`src/rtl/fetch_resp_queue.sv`:
```
// Fetch response queue between imem and the F/D boundary: tracks outstanding requests,
// buffers responses, and discards in-flight responses after a squash.
// Optional same-cycle bypass when the buffer is empty: define FETCH_RESP_QUEUE_BYPASS_EN.
module fetch_resp_queue #(
  parameter int unsigned p_max_inflight = 2,
  parameter int unsigned p_num_entries  = 2
) (
  input  logic                                  clk,
  input  logic                                  reset,
  input  logic                                  freq_val,
  output logic                                  freq_rdy,
  input  logic [31:0]                           freq_addr,
  output logic                                  imemreq_val,
  input  logic                                  imemreq_rdy,
  output logic [31:0]                           imemreq_addr,
  input  logic                                  imemresp_val,
  output logic                                  imemresp_rdy,
  input  logic [31:0]                           imemresp_data,
  output logic                                  fresp_val,
  input  logic                                  fresp_rdy,
  output logic [31:0]                           fresp_data,
  input  logic                                  squash,
  output logic [$clog2(p_max_inflight+1)-1:0]   inflight
);

  localparam int unsigned IW = $clog2(p_max_inflight + 1);
  localparam int unsigned PW = (p_num_entries > 1) ? $clog2(p_num_entries) : 1;
  localparam int unsigned CW = $clog2(p_num_entries + 1);
  localparam int unsigned DW = 32;

  logic [IW-1:0] inflight_q, inflight_d;
  logic [IW-1:0] drop_cnt_q, drop_cnt_d;
  logic [CW-1:0] cnt_q, cnt_d;
  logic [PW-1:0] head_q, head_d;
  logic [PW-1:0] tail_q, tail_d;
  logic [DW-1:0] mem_q [p_num_entries];
  logic [DW-1:0] mem_d [p_num_entries];

  logic full;
  logic drop_mode;
  logic fifo_empty;
  logic fifo_full;
  logic req_fire;
  logic resp_fire;
  logic bypass;
  logic enq;
  logic deq;

  function automatic logic [PW-1:0] ptr_inc(input logic [PW-1:0] p);
    return (p == PW'(p_num_entries - 1)) ? '0 : p + PW'(1);
  endfunction

  // Handshake and datapath steering; fifo_full comes from the count register only.
  always_comb begin
    full         = (inflight_q == IW'(p_max_inflight));
    drop_mode    = (drop_cnt_q != '0);
    fifo_empty   = (cnt_q == '0);
    fifo_full    = (cnt_q == CW'(p_num_entries));

    imemreq_val  = freq_val & ~full;
    freq_rdy     = imemreq_rdy & ~full;
    imemreq_addr = freq_addr;
    req_fire     = freq_val & freq_rdy;

    imemresp_rdy = drop_mode | squash | ~fifo_full;
    resp_fire    = imemresp_val & imemresp_rdy;

`ifdef FETCH_RESP_QUEUE_BYPASS_EN
    bypass       = fifo_empty & ~drop_mode & ~squash & fresp_rdy & imemresp_val;
    fresp_data   = fifo_empty ? imemresp_data : mem_q[head_q];
`else
    bypass       = 1'b0;
    fresp_data   = mem_q[head_q];
`endif
    fresp_val    = (~fifo_empty & ~squash) | bypass;

    enq          = resp_fire & ~drop_mode & ~squash & ~bypass;
    deq          = ~fifo_empty & fresp_rdy & ~squash;
    inflight     = inflight_q;
  end

  // Next-state for counters and FIFO; squash flushes and re-arms the drop counter.
  always_comb begin
    inflight_d = inflight_q + IW'(req_fire) - IW'(resp_fire);
    drop_cnt_d = drop_cnt_q;
    cnt_d      = cnt_q;
    head_d     = head_q;
    tail_d     = tail_q;
    mem_d      = mem_q;

    if (squash) begin
      drop_cnt_d = inflight_q - IW'(resp_fire);
      cnt_d      = '0;
      head_d     = tail_q;
    end else begin
      if (drop_mode && resp_fire) begin
        drop_cnt_d = drop_cnt_q - IW'(1);
      end
      if (enq) begin
        mem_d[tail_q] = imemresp_data;
        tail_d        = ptr_inc(tail_q);
      end
      if (deq) begin
        head_d = ptr_inc(head_q);
      end
      cnt_d = cnt_q + CW'(enq) - CW'(deq);
    end
  end

  always_ff @(posedge clk or negedge reset) begin
    if (!reset) begin
      inflight_q <= '0;
      drop_cnt_q <= '0;
      cnt_q      <= '0;
      head_q     <= '0;
      tail_q     <= '0;
      for (int i = 0; i < int'(p_num_entries); i++) begin
        mem_q[i] <= '0;
      end
    end else begin
      inflight_q <= inflight_d;
      drop_cnt_q <= drop_cnt_d;
      cnt_q      <= cnt_d;
      head_q     <= head_d;
      tail_q     <= tail_d;
      mem_q      <= mem_d;
    end
  end

  // imem must never answer more requests than were issued.
  a_resp_has_req: assert property (@(posedge clk) disable iff (!reset)
    resp_fire |-> (inflight_q != '0));
  a_drop_le_inflight: assert property (@(posedge clk) disable iff (!reset)
    drop_cnt_q <= inflight_q);
  a_inflight_bound: assert property (@(posedge clk) disable iff (!reset)
    inflight_q <= IW'(p_max_inflight));

endmodule

```
`config.mk`:
```
export PLATFORM = sky130hd
export DESIGN_NAME = fetch_resp_queue
export DESIGN_NICKNAME = d
export VERILOG_FILES = /design/src/rtl/fetch_resp_queue.sv
export SDC_FILE = /design/constraint.sdc
export NUM_CORES = 1
export LEC_CHECK = 0
export ABC_AREA = 0
export CAP_MARGIN = 30
export CORE_MARGIN = 1.5
export CORE_UTILIZATION = 48
export CTS_CLUSTER_DIAMETER = 40
export DETAILED_ROUTE_END_ITERATION = 8
export PLACE_DENSITY = 0.86
export SYNTH_ARGS = -nofsm -noshare
export SYNTH_HDL_FRONTEND = slang
export SYNTH_SLANG_ARGS = --single-unit
export TNS_END_PERCENT = 10
```
`constraint.sdc`:
```
create_clock -name clk -period 3.7 [get_ports clk]
set_input_delay 0.74 -clock clk [delete_from_list [all_inputs] [get_ports clk]]
set_output_delay 0.74 -clock clk [all_outputs]
set_load 0.02 [all_outputs]
```
---- Yosys cells after proc, flatten, opt, wreduce, memory -nomap -nowiden ----
Index checks and enable logic that the tools add are counted.
W data, S select, Z words.
storage, ports and cells
  register bits after elaboration ......... 72
  input bits .............................. 71
  output and inout bits ................... 70
  word-level logic and storage cells ...... 58
operators by class
  add/sub/neg operators ................... 8
  $lt $le $gt $ge ......................... 3
  equality and inequality tests ........... 2
  multiplexer cells ....................... 13
  bitwise gates (word level) .............. 18
  reductions and logical operators ........ 7
operator list
  kind                   number
  $mux W32               4
  $bwmux W64             1
  $demux W32 S1          1
  $and A1 B1 Y1          9
  $mux W2                3
  $reduce_bool A2 Y1     3
  $sub A2 B1 Y2          3
  $not A1 Y1             5
  $add A2 B1 Y2          2
  $eq A2 B2 Y1 const B   2
  $ge A2 B2 Y1 const B   2
  $mux W1                4
  $not A1 Y2             2
  $add A1 B1 Y1 const B  2
  $logic_and A1 B1 Y1    2
  $logic_not A2 Y1       1
  $lt A2 B1 Y1 const B   1
  $or A1 B1 Y1           2
  $reduce_and A2 Y1      1
  $sub A2 B1 Y2 const B  1

---- Depth between registers and ports, before layout ----
Gate-level depths: netlist (run 1).
  depth in word-level cells ............... 9
  mapped depth ............................ 9
  gate-level depth less buffers ........... 9

---- Worst setup path before layout (run 1) ----
No wires, ideal clock.
  path type ............................... in2reg
  start point ............................. input port squash
  end point ............................... register inflight_q[1], in the netlist inflight[1]
  library setup time ...................... 0.131 ns
  data arrival time ....................... 2.301 ns
  required time ........................... 3.569 ns
  path slack .............................. 1.268 ns
  cell stages on the path ................. 8
  buffers on the path ..................... 1
  cells stage by stage .................... buf_6 or3b_2 and2_1 ha_1 inv_1 ha_1 xnor2_1 xnor2_1
between the ends
  word-level cells in the longest chain between the ends .. 4
ends and longest elaborated chain
  item                       line  RTL
  start, declared            22    input logic squash,
  $or A1 B1 Y1 (2 in a row)  65    imemresp_rdy = drop_mode | squash | ~fifo_full;
  net imemresp_rdy           17    output logic imemresp_rdy,
  $and A1 B1 Y1              66    resp_fire = imemresp_val & imemresp_rdy;
  $sub A2 B1 Y2              84    inflight_d = inflight_q + IW'(req_fire) - IW'(resp_fire);
  net inflight_d[1]          31    logic [IW-1:0] inflight_q, inflight_d;
  end signal, assigned       121   inflight_q <= inflight_d;
  end, declared              31
The timed path passes the listed nets, and every way through them passes these cells.
A chain may end at the register's enable or synchronous reset.

---- Worst setup path after layout (run 1) ----
  start point ............................. input port squash
  end point ............................... output port imemresp_rdy
between the ends
  word-level cells in the longest chain between the ends .. 2
ends and longest elaborated chain
  item                       line
  $or A1 B1 Y1 (2 in a row)  65
  end, declared              17
Every way passes these cells.

==> impl_metrics.ini, run 1 <==
[cells_and_area]
layoutNonFillerInstCount = 407
drive_gt1_share_pct = 38.64
final_area_um2 = 4473
final_cell_mix = 75 x clkdlybuf4s50_1, 72 x dfrtp_1, 62 x mux2_2
antennaDiodeCount = 0
syn2layout_area_growth_pct = 20.13
final_common_cell = clkdlybuf4s50_1
fin_nets = 380

[clocking]
cts.htree.levels = 3
clk_path_buf_depth = 2
post_cts_resized = 0
cts_sinks = 72
clk_latency_ns = 0.34
postCtsSetupRepairBufs = 0
tritoncts = yes
postCtsHoldBufs = 0
root_buffer = clkbuf_8
numCtsBuffers = 9
cts.clk_slew.worst_paths_ns = 0.08

[detailed_routing]
drt-total-wl_mm = 6.423
ant_nets = 0
wire_per_inst_um = 15.78
drcViolationCount = 0
num_vias = 2054
drtIter0Drc = 32
first_pass_iters = 4
via_per_inst = 5.047

[die]
io_pins = 141
initial_core_util_pct = 50.53
core_area_um2 = 7370
fp.dieH_um = 91.08
die_w_um = 91.08
num_rows = 31
die_area_um2 = 8295

[global_routing]
overflow = 0
antenna_found_initial = 0
grt_pass1_wl_mm = 10.75
grt_max_degree = 61
grt_pass1_vias = 2182
grtUsageTotal_pct = 16.60

[timing]
rsz0062_at_grt = false
slew_violations = 0
finalSetupViolations = 0
clock_skew_ns = 0.01265
whs_ns = 0.2733
final.period_utilization_pct = 79.05
fin_ws_ns = 0.7753
maxSlewHeadroom_pct = 50.65
period_needed_ns = 2.925
worst_pin_slew_ns = 0.7403
tns_ns = 0
fmax_mhz = 341.9
hold_viol = 0

[setup_path]
path_buf_inv = 2
worstSetupStartpointType = input pin
cp_max_fo = 2
crit_top_cell = clkdlybuf4s50_1
cp_top_family = buffers and inverters
crit_required_ns = 2.96
critPathSlowestCell = clkdlybuf4s50_1
criticalPathCategory = input pin to output port
max_stage_delay_ns = 0.55
cp.arrival_ns = 2.18
cp_cell_sequence = clkdlybuf4s50_1 -> or3b_2 -> clkdlybuf4s50_1
endpoint_kind = output port

[synth]
synth_cell_types = 29
yosysTopAreaCell = dfrtp_1
syn_area_um2 = 3724
synthCells = 256
avgSynthCellArea_um2 = 14.55
yosys_warnings = 0
yosysSeqAreaShare_pct = 48.39
synth_area_leaders = dfrtp_1 48%, mux2_2 19%, mux2_4 12%
synth_seq_cells = 72
synth_top_area_share_pct = 48.39
syn_nets = 333

[pwr]
power_density_nw_per_um2 = 891.9
ir_drop_v = 0.0004476
p_leak_nw = 1.970

[placed_design]
dp_hpwl_mm = 4.161
place_congestion = 0.7153
dp_cells = 391
place_ws_ns = 0.7775
placed_cell_area_um2 = 4254
port_buffers = 76

[outcome]
status = finished clean

[job]
drv_cap = 0

[min_path]
hp-class = input pin to asynchronous set/reset pin
-- per-layer routing --
layer	global-route usage, %	share of wire [%]
met1	22.29	46
met2	25.81	47
met3	4.355	5.5
met4	6.120	1.3
met5	0	0
-- layout make-up --
cell class                      instances  area, um^2
Multi-Input combinational cell        135        1524
Inverter                                5       18.77
Tap cell                               99       123.9
Clock buffer                           10       127.6
Timing Repair Buffer                   80       785.8
Clock inverter                          6       91.34
Fill cell                             597        2897
Sequential cell                        72        1802
-- worst paths after layout --
check / start / endpoint / slack [ns] / depth (start not counted)
max: squash / imemresp_rdy / 0.78 / 3
min: reset / mem_q[24] / 0.27 / 1
max reg2reg: drop_cnt_q[0] / inflight[1] / 1.40 / 9
min reg2reg: mem_q[35] / mem_q[35] / 0.49 / 1
max in group asynchronous: reset / tail_q / 2.38 / 2
min in group clk: mem_q[35] / mem_q[35] / 0.49 / 1
-- worst reg2reg max path: cells and delay by family, from the launching register on --
family	cells	cell delay, ns
XOR/XNOR	2	0.31
AND/OR/NAND/NOR	2	0.68
buffers and inverters	2	0.10
adder cells (fa/ha/maj)	3	0.72
flip-flops	1	0.39
-- synthesized netlist by cell type --
master	count
xnor2_1	6
nand2_1	3
mux2_2	62
nand4b_4	1
o31a_2	1
and4_4	1
o21ai_0	2
mux2_4	30
and2_1	4
nand3_1	1
nor2b_4	1
nand2b_4	1
nor2b_1	2
and2b_2	1
buf_12	3
nor2_1	4
inv_1	5
nand2b_1	1
or3b_2	1
buf_2	3
buf_4	32
ha_1	6
clkbuf_1	1
buf_6	4
mux2_1	4
xor2_1	2
buf_8	1
mux2i_1	1
dfrtp_1	72
-- stage by stage --
stage,power [mW],utilization [%]
CTS,4.041,60.70
finish,3.990,60.70
detailed placement,3.328,57.73
floorplan,2.655,-
global route,4.230,60.70
global placement,3.282,57.73
-- kinds of logic after synthesis --
kind of cell,share of synthesized area (%)
compound gates,0.5377
xor+xnor,1.882
fa+ha+maj,2.016
buf+inv,10.69
flops,48.39
mux,32.33
simple gates,4.166
-- registers in the layout, indices dropped and copies added, names as in the netlist --
register / cells
cnt_q: 2
drop_cnt_q: 2
head_q: 1
inflight: 2
mem_q: 64
tail_q: 1
-- power breakdown --
part / total, mW / internal, mW / switching, mW
Sequential: 1.34 / 1.15 / 0.190
Clock: 0.683 / 0.382 / 0.300
Combinational: 1.96 / 1.15 / 0.810
Power figures use the tool's default switching activity.
==> run 2: changes to the inputs <==
- CORE_UTILIZATION: 48 -> 40
- PLACE_DENSITY: 0.86 -> 0.77
- clock period: 3.7 -> 2.4 ns (I/O delays scaled with it)
==> run 2 against run 1 <==
Net effect:
- register-to-register slack got worse by 1.2 ns
- global-route usage decreased by 2.4 points
- sequential power increased by 54%
- utilization decreased by 11 points
==> impl_metrics.ini, run 2 (synthesized netlist as in run 1, its figures left out) <==
[timing]
fmax_mhz = 432.7
maxSlewHeadroom_pct = 39.45
rsz0062_at_grt = false
clock_skew_ns = 0.006724
finalSetupViolations = 0
final.period_utilization_pct = 96.30
fin_ws_ns = 0.08888
period_needed_ns = 2.311
hold_viol = 0
slew_violations = 0
worst_pin_slew_ns = 0.9083

[placed_design]
dp_hpwl_mm = 4.397
placed_cell_area_um2 = 4339
place_congestion = 0.7172
place_ws_ns = -0.07991
port_buffers = 76
dp_cells = 407

[min_path]
hp-class = input pin to asynchronous set/reset pin

[pwr]
p_int_mw = 3.920
pwr-share-seq_pct = 35.2
sw_frac_of_total_pct = 33.46
ir_drop_v = 0.0005893
p_leak_nw = 2.223
combPwrFrac_pct = 51.3
power_density_nw_per_um2 = 1297
clockPowerShare_pct = 13.5
netSwitchingPower_mw = 1.971

[global_routing]
grt_pass1_wl_mm = 10.88
overflow = 0
grtUsageTotal_pct = 14.15
grt_max_degree = 73
antenna_found_initial = 0
grt_pass1_vias = 2198

[cells_and_area]
antennaDiodeCount = 0
syn2layout_area_growth_pct = 21.98
fin_nets = 384
layoutNonFillerInstCount = 422
final_area_um2 = 4542
regMostFlops = mem_q
largest_reg_flops = 64
final_common_cell = dfrtp_1
final_cell_mix = 72 x dfrtp_1, 62 x mux2_2, 54 x clkdlybuf4s50_1
drive_gt1_share_pct = 38.91

[setup_path]
r2r-end = inflight[1]
endpoint_kind = output port
worst-path-stages = 3
cp_max_fo = 28
r2r_start = drop_cnt_q[0]
criticalPathCategory = register to output port
path_buf_inv = 2
max_stage_delay_ns = 0.53
cp_cell_sequence = buf_12 -> mux2_2 -> clkdlybuf4s50_1
cp.arrival_ns = 1.83
critPathSlowestCell = clkdlybuf4s50_1
crit_end = fresp_data[25]
worstSetupStartpointType = register
cp_top_family = buffers and inverters
rr_worst_depth = 9
crit_required_ns = 1.92
critPathLaunch = head_q
reg2reg_setup_slack_ns = 0.23

[clocking]
tritoncts = yes
clk_path_buf_depth = 2
cts.clk_slew.worst_paths_ns = 0.07
clk_latency_ns = 0.33
root_buffer = clkbuf_8
numCtsBuffers = 9
cts.htree.levels = 3
postCtsHoldBufs = 0
cts_sinks = 72

[die]
fp.dieH_um = 99.48
core_area_um2 = 9153
initial_core_util_pct = 40.68
die_w_um = 99.48
num_rows = 35
io_pins = 141
die_area_um2 = 9896

[job]
drv_cap = 0

[detailed_routing]
first_pass_iters = 3
num_vias = 2046
drtIter0Drc = 45
drt-total-wl_mm = 6.591
met1Wirelength_mm = 3.005
top_layer_used = met4
wire_per_inst_um = 15.62
wl_met3_um = 302
met2_length_mm = 3.133
drcViolationCount = 0
ant_nets = 0
via_per_inst = 4.848

[outcome]
status = finished clean
==> run 2: routing by layer <==
| layer | vias up | GRT usage (%) |
|---|---|---|
| met5 | - | 0 |
| met1 | 1014 | 19.12 |
| met4 | 0 | 6.826 |
| met3 | 19 | 3.443 |
| li1 | 952 | - |
| met2 | 61 | 21.39 |
==> run 2: power groups by stage <==
stage	clock network, mW	registers [mW]	logic, mW
detailed placement	0	2.09	3.11
CTS	0.824	2.08	3.13
global placement	0	2.06	3.07
global route	0.889	2.15	3.23
floorplan	0	2.02	2.07
finish	0.794	2.07	3.02
==> run 2: worst min-delay path by stage <==
stage,slack (ns),start,endpoint,cells after the start
floorplan,0.18,reset,cnt_q[0],0
global placement,0.47,mem_q[37],mem_q[37],1
detailed placement,0.48,mem_q[63],mem_q[63],1
CTS,0.30,reset,mem_q[48],1
global route,0.35,reset,drop_cnt_q[0],1
finish,0.26,reset,mem_q[48],1
==> run 2: layout make-up <==
| type | count | area, um^2 |
|---|---|---|
| Multi-Input combinational cell | 135 | 1524 |
| Timing Repair Buffer | 84 | 904.6 |
| Sequential cell | 72 | 1802 |
| Clock buffer | 11 | 131.4 |
| Clock inverter | 4 | 22.52 |
| Fill cell | 799 | 4611 |
| Tap cell | 111 | 138.9 |
| Inverter | 5 | 18.77 |
==> run 2: through the flow <==
step / hold WS (ns) / total power, mW / TNS (ns) / utilization [%]
floorplan: 0.1844 / 4.093 / 0 / -
global placement: 0.4693 / 5.125 / 0 / 47.41
detailed placement: 0.4818 / 5.201 / -0.07991 / 47.41
CTS: 0.3022 / 6.027 / 0 / 49.08
global route: 0.3495 / 6.271 / 0 / 49.62
finish: 0.2609 / 5.892 / 0 / 49.62
==> run 2: repair_timing <==
| action | 4_1_cts | 5_1_grt |
|---|---|---|
| buffers inserted | 0 | 0 |
| setup endpoints to repair | 1 | 20 |
| resized for setup | 1 | 20 |
==> run 3: changes to the inputs <==
- ABC_AREA: 0 -> 1
- PLACE_DENSITY: 0.77 -> 0.78
==> run 3 against run 2 <==
Net effect:
- sequential power is 2% higher
- synthesized cell count is 83% higher
- count of clock-buffer cells in the layout is 1 lower
- cell count is 49% higher
- register-to-register slack better by 0.33 ns
- via count is 45% higher
- sequential cell count stayed put
- power is 0.59% higher
- critical path depth stayed put
- die area is 4.1% lower
- first-iteration DRC count grew to 2.6 times the previous value
- largest cell class unchanged
==> impl_metrics.ini, run 3 <==
[clocking]
numCtsBuffers = 9
clk_latency_ns = 0.33
clk_path_buf_depth = 2
tritoncts = yes
cts.htree.levels = 3
root_buffer = clkbuf_8
postCtsSetupRepairBufs = 0
cts_sinks = 72
cts.clk_slew.worst_paths_ns = 0.08

[synth]
async_flop_share_pct = 100.0
synth_top_family_by_area = simple AND/OR/NAND/NOR gates
synthCells = 469
syn_nets = 546
synth_seq_cells = 72
synth_compound_area_share_pct = 1.263
synth-xor-area-share_pct = 0.9825
synth.most_common_cell = nand2_1
syn_area_um2 = 3566
synth_area_leaders = dfrtp_1 51%, nand2_1 32%, buf_4 8.0%
yosysSeqAreaShare_pct = 50.53
synth_edf_count = 0
yosysTopAreaCell = dfrtp_1
ys.flop_type = dfrtp_1
muxShareOfSynthArea_pct = 0
avgSynthCellArea_um2 = 7.603
synth_common_cells = 300 x nand2_1, 72 x dfrtp_1, 38 x buf_4, 11 x inv_1, 10 x clkbuf_1
synth_cell_types = 18
synth_simple_gate_area_share_pct = 34.49
synth_fa_ha_area_share_pct = 2.105
synth_top_area_share_pct = 50.53
yosys_warnings = 0

[cells_and_area]
largest_reg_flops = 64
syn2layout_area_growth_pct = 24.25
antennaDiodeCount = 0
fin_nets = 593
drive_gt1_share_pct = 6.142
final_cell_mix = 300 x nand2_1, 74 x clkdlybuf4s50_1, 72 x dfrtp_1
final_common_cell = nand2_1
regMostFlops = mem_q
final_area_um2 = 4431

[timing]
worst_pin_slew_ns = 0.9048
period_needed_ns = 2.306
finalSetupViolations = 0
fmax_mhz = 433.6
maxSlewHeadroom_pct = 39.68
hold_viol = 0
tns_ns = 0
clock_skew_ns = 0.008175
rsz0062_at_grt = false
final.period_utilization_pct = 96.10
slew_violations = 0

[pwr]
sw_frac_of_total_pct = 38.85
p_leak_nw = 2.358
combPwrFrac_pct = 46.6
p_int_mw = 3.624
netSwitchingPower_mw = 2.302
power_density_nw_per_um2 = 1338
finalPower_mw = 5.927
pwr-share-seq_pct = 35.6
ir_drop_v = 0.0006149
clockPowerShare_pct = 17.8

[setup_path]
criticalPathCategory = input pin to output port
rr_worst_depth = 10
worstSetupStartpointType = input pin
r2r-end = inflight[1]
r2r_start = drop_cnt_q[0]
cp_max_fo = 2
reg2reg_setup_slack_ns = 0.56
cp.arrival_ns = 1.83
crit_required_ns = 1.92
endpoint_kind = output port

[global_routing]
antenna_found_initial = 0
grt_pass1_wl_mm = 14.32
grt_pass1_vias = 3159
grtUsageTotal_pct = 18.61
grt_max_degree = 73
overflow = 0

[detailed_routing]
drt-total-wl_mm = 8.231
via_per_inst = 4.703
ant_nets = 0
first_pass_iters = 4
num_vias = 2958
drcViolationCount = 0
drtIter0Drc = 118
wire_per_inst_um = 13.09

[placed_design]
place_congestion = 0.7872
placed_cell_area_um2 = 4204
port_buffers = 76
dp_hpwl_mm = 5.377

[min_path]
hp-class = input pin to asynchronous set/reset pin

[die]
die_w_um = 97.42
io_pins = 141
die_area_um2 = 9491
initial_core_util_pct = 41.09
num_rows = 34
fp.dieH_um = 97.42
core_area_um2 = 8678

[outcome]
status = finished clean

[job]
drv_cap = 0
-- run 3: cell types whose count changed after synthesis, moves of 6 or more --
cell      change
mux2_4       -30
inv_1         +6
mux2_2       -62
nand2_1     +297
buf_4         +6
clkbuf_1      +9
-- run 3: worst max-delay path by stage --
stage                  startpoint            end  slack [ns]  depth (start not counted)
global route               head_q  fresp_data[2]        0.03                          5
global placement         freq_val    imemreq_val        0.14                          3
CTS                 drop_cnt_q[0]   imemresp_rdy        0.07                          6
detailed placement       freq_val    imemreq_val        0.11                          3
finish                   freq_val    imemreq_val        0.09                          3
floorplan             inflight[0]    inflight[1]        0.45                          7
-- run 3: kinds of logic (layout without fill, tap and decap cells) --
logic type	count (synthesis)	after routing
AND/OR/NAND/NOR	317	317
flip-flops	72	72
buffers and inverters	62	114
AO/OA/AOI/OAI	8	8
adder cells (fa/ha/maj)	6	6
XOR/XNOR	4	4
-- run 3: layer usage --
| layer | global-route usage [%] | share of wire, % |
|---|---|---|
| met1 | 23.22 | 44 |
| met2 | 30.98 | 48 |
| met3 | 3.741 | 6.2 |
| met4 | 8.681 | 1.8 |
| met5 | 0 | 0 |
-- run 3: critical path, cell delays in order --
cell and delay (ns):
clkdlybuf4s50_1 0.45, a21boi_0 0.25, clkdlybuf4s50_1 0.65
-- run 3: through the flow --
| step | hold slack, ns | util [%] | std cells | worst slack [ns] |
|---|---|---|---|---|
| finish | 0.2575 | 51.05 | 629 | 0.09367 |
| global route | 0.3470 | 51.05 | 629 | 0.02941 |
| CTS | 0.3002 | 50.98 | 629 | 0.06805 |
| detailed placement | 0.4650 | 48.44 | 613 | 0.1115 |
| global placement | 0.4614 | 48.44 | 613 | 0.1395 |
| floorplan | 0.1844 | - | 469 | 0.4512 |
-- run 3: power groups by stage --
stage / Sequential [mW] / Clock [mW] / Combinational, mW
2_1_floorplan: 2.07 / 0 / 1.68
3_3_place_gp: 2.10 / 0 / 2.72
3_5_place_dp: 2.13 / 0 / 2.77
4_1_cts: 2.11 / 1.09 / 2.79
5_1_grt: 2.19 / 1.15 / 3.06
6_report: 2.11 / 1.06 / 2.76
-- run 3: cell type report --
type / instances / area (um^2)
Multi-Input combinational cell: 335 / 1385
Fill cell: 829 / 4248
Timing Repair Buffer: 87 / 847.1
Tap cell: 108 / 135.1
Clock inverter: 6 / 82.58
Sequential cell: 72 / 1802
Inverter: 11 / 41.29
Clock buffer: 10 / 137.6
-- run 3: repair_timing --
| item | 4_1_cts | 5_1_grt |
|---|---|---|
| endpoints found under the setup margin | 0 | 3 |
| hold buffers | 0 | 0 |
| resized for setup | 0 | 2 |
